--- src/rtl/uart_frame_parser.sv ---
// Sync-hunting, length-prefixed, checksummed frame decoder behind a UART receiver.
// Latency: rx_done rise to byte consumption is 3 clk edges; frame_valid rises on the CHK-consuming edge; rd_data 1 cycle.
// Backpressure: none on rx; a held frame blocks parsing until frame_ack, later bytes are dropped with overrun.
module uart_frame_parser #(
    parameter logic [7:0] SYNC_BYTE      = 8'hA5,
    parameter int         MAX_LEN        = 16,
    parameter int         TIMEOUT_CYCLES = 100000,
    localparam int        LW             = $clog2(MAX_LEN + 1),
    localparam int        AW             = (MAX_LEN > 1) ? $clog2(MAX_LEN) : 1
) (
    input  logic          clk,
    input  logic          reset,
    input  logic [7:0]    rx_data,
    input  logic          rx_done,
    input  logic          frame_ack,
    input  logic [AW-1:0] rd_addr,
    output logic [7:0]    rd_data,
    output logic          frame_valid,
    output logic [LW-1:0] frame_len,
    output logic          err_chk,
    output logic          err_len,
    output logic          err_timeout,
    output logic          overrun
);

    localparam int TW = $clog2(TIMEOUT_CYCLES + 1);

    typedef enum logic [2:0] {
        HUNT     = 3'd0,
        GET_LEN  = 3'd1,
        GET_DATA = 3'd2,
        GET_CHK  = 3'd3,
        HOLD     = 3'd4
    } state_t;

    state_t          state_q, state_nxt;
    logic [1:0]      rx_sync;
    logic            rx_prev;
    logic            byte_stb;
    logic [LW-1:0]   len_q;
    logic [LW-1:0]   idx_q;
    logic [7:0]      sum_q;
    logic [TW-1:0]   tmo_cnt;
    logic            active;
    logic            timeout_hit;
    logic            len_ok;
    logic            last_byte;
    logic            err_chk_nxt, err_len_nxt, err_tmo_nxt, overrun_nxt;
    logic [7:0]      mem [0:MAX_LEN-1];

    // Synchronizer and edge-detect flops start high so a level held through reset is not a byte.
    assign byte_stb    = rx_sync[1] & ~rx_prev;
    assign active      = (state_q == GET_LEN) || (state_q == GET_DATA) || (state_q == GET_CHK);
    assign timeout_hit = active && !byte_stb && (tmo_cnt == TW'(TIMEOUT_CYCLES));
    assign len_ok      = (rx_data != 8'd0) && (32'(rx_data) <= MAX_LEN);
    assign last_byte   = ((idx_q + LW'(1)) == len_q);

    // State register.
    always_ff @(posedge clk or posedge reset) begin
        if (reset) state_q <= HUNT;
        else       state_q <= state_nxt;
    end

    // Next-state decode and one-cycle error pulse requests; a strobe always beats a timeout.
    always_comb begin
        state_nxt   = state_q;
        err_chk_nxt = 1'b0;
        err_len_nxt = 1'b0;
        err_tmo_nxt = 1'b0;
        overrun_nxt = 1'b0;
        case (state_q)
            HUNT: begin
                if (byte_stb && rx_data == SYNC_BYTE) state_nxt = GET_LEN;
            end
            GET_LEN: begin
                if (byte_stb) begin
                    if (len_ok) begin
                        state_nxt = GET_DATA;
                    end else begin
                        err_len_nxt = 1'b1;
                        state_nxt   = HUNT;
                    end
                end else if (timeout_hit) begin
                    err_tmo_nxt = 1'b1;
                    state_nxt   = HUNT;
                end
            end
            GET_DATA: begin
                if (byte_stb) begin
                    if (last_byte) state_nxt = GET_CHK;
                end else if (timeout_hit) begin
                    err_tmo_nxt = 1'b1;
                    state_nxt   = HUNT;
                end
            end
            GET_CHK: begin
                if (byte_stb) begin
                    if (rx_data == sum_q) begin
                        state_nxt = HOLD;
                    end else begin
                        err_chk_nxt = 1'b1;
                        state_nxt   = HUNT;
                    end
                end else if (timeout_hit) begin
                    err_tmo_nxt = 1'b1;
                    state_nxt   = HUNT;
                end
            end
            HOLD: begin
                if (byte_stb)  overrun_nxt = 1'b1;
                if (frame_ack) state_nxt   = HUNT;
            end
            default: state_nxt = HUNT;
        endcase
    end

    // Byte strobe pipeline, frame bookkeeping, timeout counter and registered outputs.
    always_ff @(posedge clk or posedge reset) begin
        if (reset) begin
            rx_sync     <= 2'b11;
            rx_prev     <= 1'b1;
            len_q       <= '0;
            idx_q       <= '0;
            sum_q       <= 8'd0;
            tmo_cnt     <= '0;
            frame_valid <= 1'b0;
            frame_len   <= '0;
            err_chk     <= 1'b0;
            err_len     <= 1'b0;
            err_timeout <= 1'b0;
            overrun     <= 1'b0;
            rd_data     <= 8'd0;
        end else begin
            rx_sync     <= {rx_sync[0], rx_done};
            rx_prev     <= rx_sync[1];
            err_chk     <= err_chk_nxt;
            err_len     <= err_len_nxt;
            err_timeout <= err_tmo_nxt;
            overrun     <= overrun_nxt;
            frame_valid <= (state_nxt == HOLD);
            if (!active || byte_stb || state_nxt != state_q) tmo_cnt <= '0;
            else                                             tmo_cnt <= tmo_cnt + TW'(1);
            if (byte_stb) begin
                case (state_q)
                    GET_LEN: begin
                        len_q <= rx_data[LW-1:0];
                        sum_q <= rx_data;
                        idx_q <= '0;
                    end
                    GET_DATA: begin
                        sum_q <= sum_q + rx_data;
                        idx_q <= idx_q + LW'(1);
                    end
                    GET_CHK: begin
                        if (state_nxt == HOLD) frame_len <= len_q;
                    end
                    default: ;
                endcase
            end
            if (32'(rd_addr) < MAX_LEN) rd_data <= mem[rd_addr];
            else                        rd_data <= 8'd0;
        end
    end

    // Payload buffer write; contents are only meaningful while frame_valid is high.
    always_ff @(posedge clk) begin
        if (byte_stb && state_q == GET_DATA) mem[idx_q[AW-1:0]] <= rx_data;
    end

endmodule

--- config.mk ---
export PLATFORM = sky130hd
export DESIGN_NAME = uart_frame_parser
export DESIGN_NICKNAME = d
export VERILOG_FILES = /design/src/rtl/uart_frame_parser.sv
export SDC_FILE = /design/constraint.sdc
export NUM_CORES = 1
export LEC_CHECK = 0
export CAP_MARGIN = 25
export CORE_ASPECT_RATIO = 0.8
export CORE_MARGIN = 2
export CORE_UTILIZATION = 65
export CTS_CLUSTER_DIAMETER = 30
export DETAILED_ROUTE_END_ITERATION = 8
export GPL_TIMING_DRIVEN = 1
export HOLD_SLACK_MARGIN = 0.1
export PLACE_DENSITY_LB_ADDON = 0.3
export SLEW_MARGIN = 10
export SYNTH_ARGS = -nofsm -noshare
export SYNTH_HDL_FRONTEND = slang
export SYNTH_SLANG_ARGS = --single-unit
--- constraint.sdc ---
create_clock -name clk -period 6.4 [get_ports clk]
set_input_delay 1.28 -clock clk [delete_from_list [all_inputs] [get_ports clk]]
set_output_delay 1.28 -clock clk [all_outputs]
set_load 0.02 [all_outputs]
# Word level (Yosys, flattened, before mapping)
# Memory sizes are Yosys's and may differ from the RTL's. A register that Yosys moved wholly into a read port is not among the register bits.
# Index checks and enable logic that the tools add are counted.
# word_totals
mem_bits_rw	128
out_inout_bits	18
word_cells	74
reg_bits	51
in_bits	16
memories	1
# mem_list
memory	depth	word_bits	rd	rd_ports_with_merged_regs	write_ports	line	source
mem	16	8	1	1	1	49	logic [7:0] mem [0:MAX_LEN-1];
# op_classes
n_reduce_logical	18
eq_ne	10
bitwise	2
addsub	3
order_cmp	1
muxes	26
# op_table
cell	n
3-bit 2-to-1 mux	8
17-bit by 1-bit adder with 17-bit output, second input constant	1
17-bit == test, second input constant	1
17-bit 2-to-1 mux	1
8-bit case mux with 2 select lines	1
3-bit case mux with 5 select lines	1
1-bit 2-to-1 mux	13
5-bit case mux with 2 select lines	1
8-bit adder	1
8-bit == test	1
8-bit == test, second input constant	1
8-bit by 5-bit <= comparator with 1-bit output, second input constant	1
8-bit nonzero test	1
3-bit by 2-bit == test with 1-bit output, second input constant	2
3-bit == test, second input constant	2
5-bit by 1-bit adder with 5-bit output, second input constant	1
5-bit == test	1
1-bit logical AND	5
1-bit logical OR	4
2-bit AND reduction	2
3-bit by 1-bit == test with 1-bit output, second input constant	1
3-bit zero test	1
3-bit inequality test	1
3-bit AND reduction	1
other kinds (6)	7

# Longest topological paths before layout
# depth
depth_word	11
ltp_mapped	9
depth_no_buf	9

# Least setup slack after synthesis
# Ideal clock, no wire load.
# synth_path
kind	in2reg
start	input port rd_addr[0]
end	register rd_data[0] (read register of mem)
setup_time_ns	0.138
path_buffers	2
setup_slack_ns	3.492
arrival_ns	2.770
cell_stages	4
required_time_ns	6.262
cell_sequence	clkbuf_1 > buf_2 > mux4_2 > mux4_2
# synth_lines
element	line	source
start: declaration	16	input logic [AW-1:0] rd_addr,
end: declaration	17	output logic [7:0] rd_data,

# Worst setup path after layout
# layout_path
start	input port rx_data[4]
end	register frame_len[0]
# layout_between
elab_chain_cells	7
word_cells_on_any_way	14
classes_between	order compare (1); eq/ne (3); mux (6); reduce/logical (4)
# layout_lines
element	line	source
start: declaration	13	input logic [7:0] rx_data,
8-bit by 5-bit <= comparator with 1-bit output / 8-bit nonzero test (equally long branches)	55	assign len_ok = (rx_data != 8'd0) && (32'(rx_data) <= MAX_LEN);
1-bit logical AND	55	
2-bit 2-to-1 mux	77	if (len_ok) begin
3-bit 2-to-1 mux	76	if (byte_stb) begin
3-bit case mux with 5 select lines (*)	71	case (state_q)
3-bit == test (*)	155	if (state_nxt == HOLD) frame_len <= len_q;
3-bit AND reduction (no source line) (*)	n/a	
end signal: assignment	155	
end: declaration	19	output logic [LW-1:0] frame_len,
# Every way passes the cells marked *; elsewhere a longest branch is shown, timed or not.
# A chain may end at the register's enable or synchronous reset.

==> tab_implementation.tex <==
\begin{tabular}{lr}
\hline
Metric & Value \\
\hline
\multicolumn{2}{l}{\textbf{Run status}} \\
\quad Outcome & finished clean \\
\multicolumn{2}{l}{\textbf{Routing}} \\
\quad Via/cell ratio & 6.33 \\
\quad DRC errors left & 0 \\
\quad Total number of vias & 4515 \\
\quad Routed wire length & 16.6 mm \\
\quad Starting DRC count in detailed routing & 430 \\
\quad Average detailed-routed wire length per instance & 23.3 um \\
\quad Number of nets still failing antenna checks after routing & 0 \\
\quad TritonRoute pass-1 iters & 5 \\
\multicolumn{2}{l}{\textbf{Floorplanning}} \\
\quad Chip width & 127 um \\
\quad Die Span Y & 103 um \\
\quad Site Rows & 36 \\
\quad Die footprint & 0.0131 mm\^{}2 \\
\quad Initial cell density of the core & 65.8\% \\
\quad Core Region & 0.0120 mm\^{}2 \\
\quad Top-Level Pins & 34 \\
\multicolumn{2}{l}{\textbf{Clock network}} \\
\quad Number of buffers created by CTS & 17 \\
\quad Setup fix buffers added after clock tree synthesis & 0 \\
\quad Hold\_buf cts & 0 \\
\quad CTS-repair resized insts & 0 \\
\quad CTS tree & built \\
\quad Number of buffers on the longest clock path & 2 \\
\quad CTS H-Tree Depth & 4 \\
\quad CTS Sinks & 187 \\
\quad Worst skew pair latency & 430 ps \\
\quad Clock input transition at the sequential cells of the worst setup and hold paths & 70 ps \\
\quad Clock tree root buffer cell & clkbuf\_16 \\
\multicolumn{2}{l}{\textbf{Worst setup path}} \\
\quad Critical Path RT & 6710 ps \\
\quad Kind of critical path & in2reg \\
\quad Logic depth of the worst path, buffers included & 6 \\
\quad Kind of capture point of the worst setup path & flop \\
\quad Startpoint of the worst setup timing path & rx\_data[4] \\
\quad Capturing instance or port of the critical path & frame\_len[0] \\
\quad List of cells traversed by the critical path & clkdlybuf4s50\_1 -> ha\_1 -> nor4\_1 -> nand3\_1 -> nor2\_1 -> mux2\_2 \\
\quad Worst endpoint data arrival time & 3940 ps \\
\quad Number of buffers and inverters on the critical path & 1 \\
\quad Endpoint of the worst register-to-register path & mem[7][3] \\
\quad Origin of the critical flop-to-flop path & state\_q[2] \\
\quad CP max FO & 21 \\
\quad Startpoint Class & input pin \\
\quad Largest incremental delay on the critical path & 990 ps \\
\quad Worst r2r path cells & 4 \\
\quad Slowest library cell on the worst path & clkdlybuf4s50\_1 \\
\quad Flop-to-flop setup slack & 3580 ps \\
\quad Family with the most delay on the worst path & buffers and inverters \\
\multicolumn{2}{l}{\textbf{Synth}} \\
\quad Number of different library cells in the post-synthesis netlist & 48 \\
\quad Post-synthesis register bit count & 187 \\
\quad Number of warnings reported in the yosys synthesis log & 0 \\
\quad Post-synth top flop & edfxtp\_1 \\
\quad Cell types with the largest area share after synthesis & edfxtp\_1 (49\%), dfrtp\_1 (18\%), mux4\_2 (11\%) \\
\quad Net count after synthesis & 537 \\
\quad Syn Inst Count & 507 \\
\quad Portion of the post-synthesis area used by sequential elements & 67.2\% \\
\quad Area of the mapped netlist & 0.00792 mm\^{}2 \\
\quad Yosys top cell area share & 48.5\% \\
\quad Post-Syn Area per Cell & 15.6 um\^{}2 \\
\quad Number of flops mapped to enable cells by yosys & 128 \\
\quad Area leader, netlist & edfxtp\_1 \\
\quad Async set-reset flop share out of synthesis & 31.6\% \\
\multicolumn{2}{l}{\textbf{Placed design}} \\
\quad Detail Placement HPWL & 10.2 mm \\
\quad Area after DPL & 0.00840 mm\^{}2 \\
\quad Final RePlAce weighted congestion & 0.872 \\
\quad Quantity of I/O buffers inserted on ports & 33 \\
\multicolumn{2}{l}{\textbf{STA}} \\
\quad Total count of max-transition violations in the final report & 0 \\
\quad Time the final worst path needs with I/O delays and setup & 3630 ps \\
\quad Relative slew margins & 26.9\% \\
\quad Post-route clock period utilization & 56.7\% \\
\quad Highest clock frequency the design can meet & 0.275 GHz \\
\quad Number of endpoints with negative hold slack in the final report & 0 \\
\quad Unrepaired setup endpoints after global routing & no \\
\quad Final Skew & 9.33 ps \\
\quad Sum Neg Setup Slack & 0 ps \\
\quad Final setup fails & 0 \\
\quad Transition time at the pin with the least slew margin & 1090 ps \\
\multicolumn{2}{l}{\textbf{Power}} \\
\quad Leakage dissipation & 3.28 nW \\
\quad Pwr per Cell Area & 310 mW/mm\^{}2 \\
\quad VDD IR-drop max & 0.228 mV \\
\multicolumn{2}{l}{\textbf{Global route}} \\
\quad Wire length of the first global-routing pass & 25.9 mm \\
\quad Largest net degree at the start of global routing & 60 \\
\quad Gr usage total & 27.8\% \\
\quad GR met2 Demand/Resource & 46.2\% \\
\quad Met3 usage & 6.59\% \\
\quad Antenna violations before repair & 0 \\
\quad Number of global-route vias before repair & 4516 \\
\quad Total grt overflow & 0 \\
\quad M1 GR Usage & 36.9\% \\
\quad Top Usage Layer GRT & met2 \\
\multicolumn{2}{l}{\textbf{Finish}} \\
\quad Area of the multi-input gates & 0.00246 mm\^{}2 \\
\quad Final Util & 75.0\% \\
\quad Post-route cell area & 0.00902 mm\^{}2 \\
\quad Ant diodes & 0 \\
\quad Nets & 578 \\
\quad Share of post-route cells with drive strength above 1 & 17.5\% \\
\quad Synth-to-layout area growth & 14.0\% \\
\quad Sequential cell area & 0.00532 mm\^{}2 \\
\quad Number of filler cells placed in the layout & 705 \\
\multicolumn{2}{l}{\textbf{Job}} \\
\quad Number of violations of the max-capacitance limit & 0 \\
\multicolumn{2}{l}{\textbf{Min path}} \\
\quad Worst min-delay path category & reg2reg \\
\hline
\end{tabular}
## per-stage QoR
step | hold slack [ps] | std cells | power [mW] | setup WS, ps
2_1_floorplan | 345 | 507 | 1.66 | 3490
4_1_cts | 359 | 710 | 2.81 | 2800
3_3_place_gp | 347 | 678 | 1.74 | 2530
3_5_place_dp | 352 | 678 | 1.76 | 2340
5_1_grt | 358 | 713 | 2.91 | 2630
6_report | 357 | 713 | 2.80 | 2770
## worst min-delay path by stage
stage,start,end,slack [ps],cells past startpoint
after floorplan,rx_sync[0],rx_sync[1],350,0
after global placement,rx_sync[0],rx_sync[1],350,0
after detailed placement,rx_sync[0],rx_sync[1],350,0
after CTS,rx_sync[0],rx_sync[1],360,0
after global routing,rx_sync[0],rx_sync[1],360,0
final,rx_sync[0],rx_sync[1],360,0
## cells by family (layout without fill, tap and decap cells)
family	after synthesis	in the layout	synth area share [%]
XOR/XNOR	25	25	2.77
multiplexers	49	49	12.6
AND/OR/NAND/NOR	150	150	9.67
AO/OA/AOI/OAI	48	48	3.46
flip-flops	187	187	67.2
buffers and inverters	34	88	1.98
adder cells (fa/ha/maj)	14	14	2.31
## final cells by class
class | instances | area share [%]
clock buffers | 22 | 5.03
clock inverters | 10 | 1.57
inverters | 13 | 0.541
multi-input cells | 286 | 27.2
flip-flops and latches | 187 | 59.0
well taps | 152 | 2.11
repair buffers | 43 | 4.52
## flip-flops by register name, summed over array words and instances (netlist names), 2 cells and up
signal,cells
frame_len,5
idx_q,5
len_q,5
mem,128
rd_data,8
rx_sync,2
state_q,3
sum_q,8
tmo_cnt,17
## cells in the mapped netlist (3+ instances only)
| cell | instances |
|---|---|
| ha_1 | 13 |
| nor2b_1 | 7 |
| dfrtp_1 | 56 |
| nand4bb_1 | 3 |
| nor4_1 | 3 |
| mux2i_1 | 4 |
| or3_1 | 3 |
| o21ai_0 | 18 |
| edfxtp_1 | 128 |
| dfstp_2 | 3 |
| xnor2_1 | 7 |
| mux2_2 | 5 |
| nor2_1 | 45 |
| a21oi_1 | 16 |
| nand2_1 | 36 |
| nand3_1 | 13 |
| buf_2 | 4 |
| o22ai_1 | 4 |
| clkbuf_1 | 13 |
| mux4_2 | 40 |
| nand4_1 | 5 |
| xor2_1 | 18 |
| a21o_1 | 3 |
| inv_1 | 13 |
| and3_1 | 5 |
| nor3_1 | 12 |
| nand2b_1 | 5 |
## worst reg2reg max path, cell delays in order (launching register included)
cell and delay [ps]:
dfrtp_1 510, or3b_1 630, nor2_8 240, nand2_1 180
nor2_1 880
## layout by cell type, fill, tap and decap left out, drive strengths merged, types with 6 or more instances in the layout
master,instances
and3,6
edfxtp,128
xor2,18
nor3,12
xnor2,7
inv,15
dfrtp,56
nand3,13
ha,13
nor2,47
clkbuf,22
clkdlybuf4s50,32
nand2,36
mux4,40
a21oi,16
o21ai,18
buf,11
nor2b,7
## metal layers
metal  share of wire (%)  wire (um)
met1                  41       6820
met2                  50       8350
met3                 6.8       1140
met4                 1.9        311
met5                   0          0
## where the power goes
part | internal (mW) | leakage [nW] | switching [mW] | total (mW)
logic | 0.160 | 1.08 | 0.190 | 0.350
clock network | 0.626 | 0.285 | 0.434 | 1.06
registers | 1.34 | 1.91 | 0.0457 | 1.39
total | 2.13 | 3.28 | 0.670 | 2.80
No activity file was read; power rests on OpenSTA's default activity.
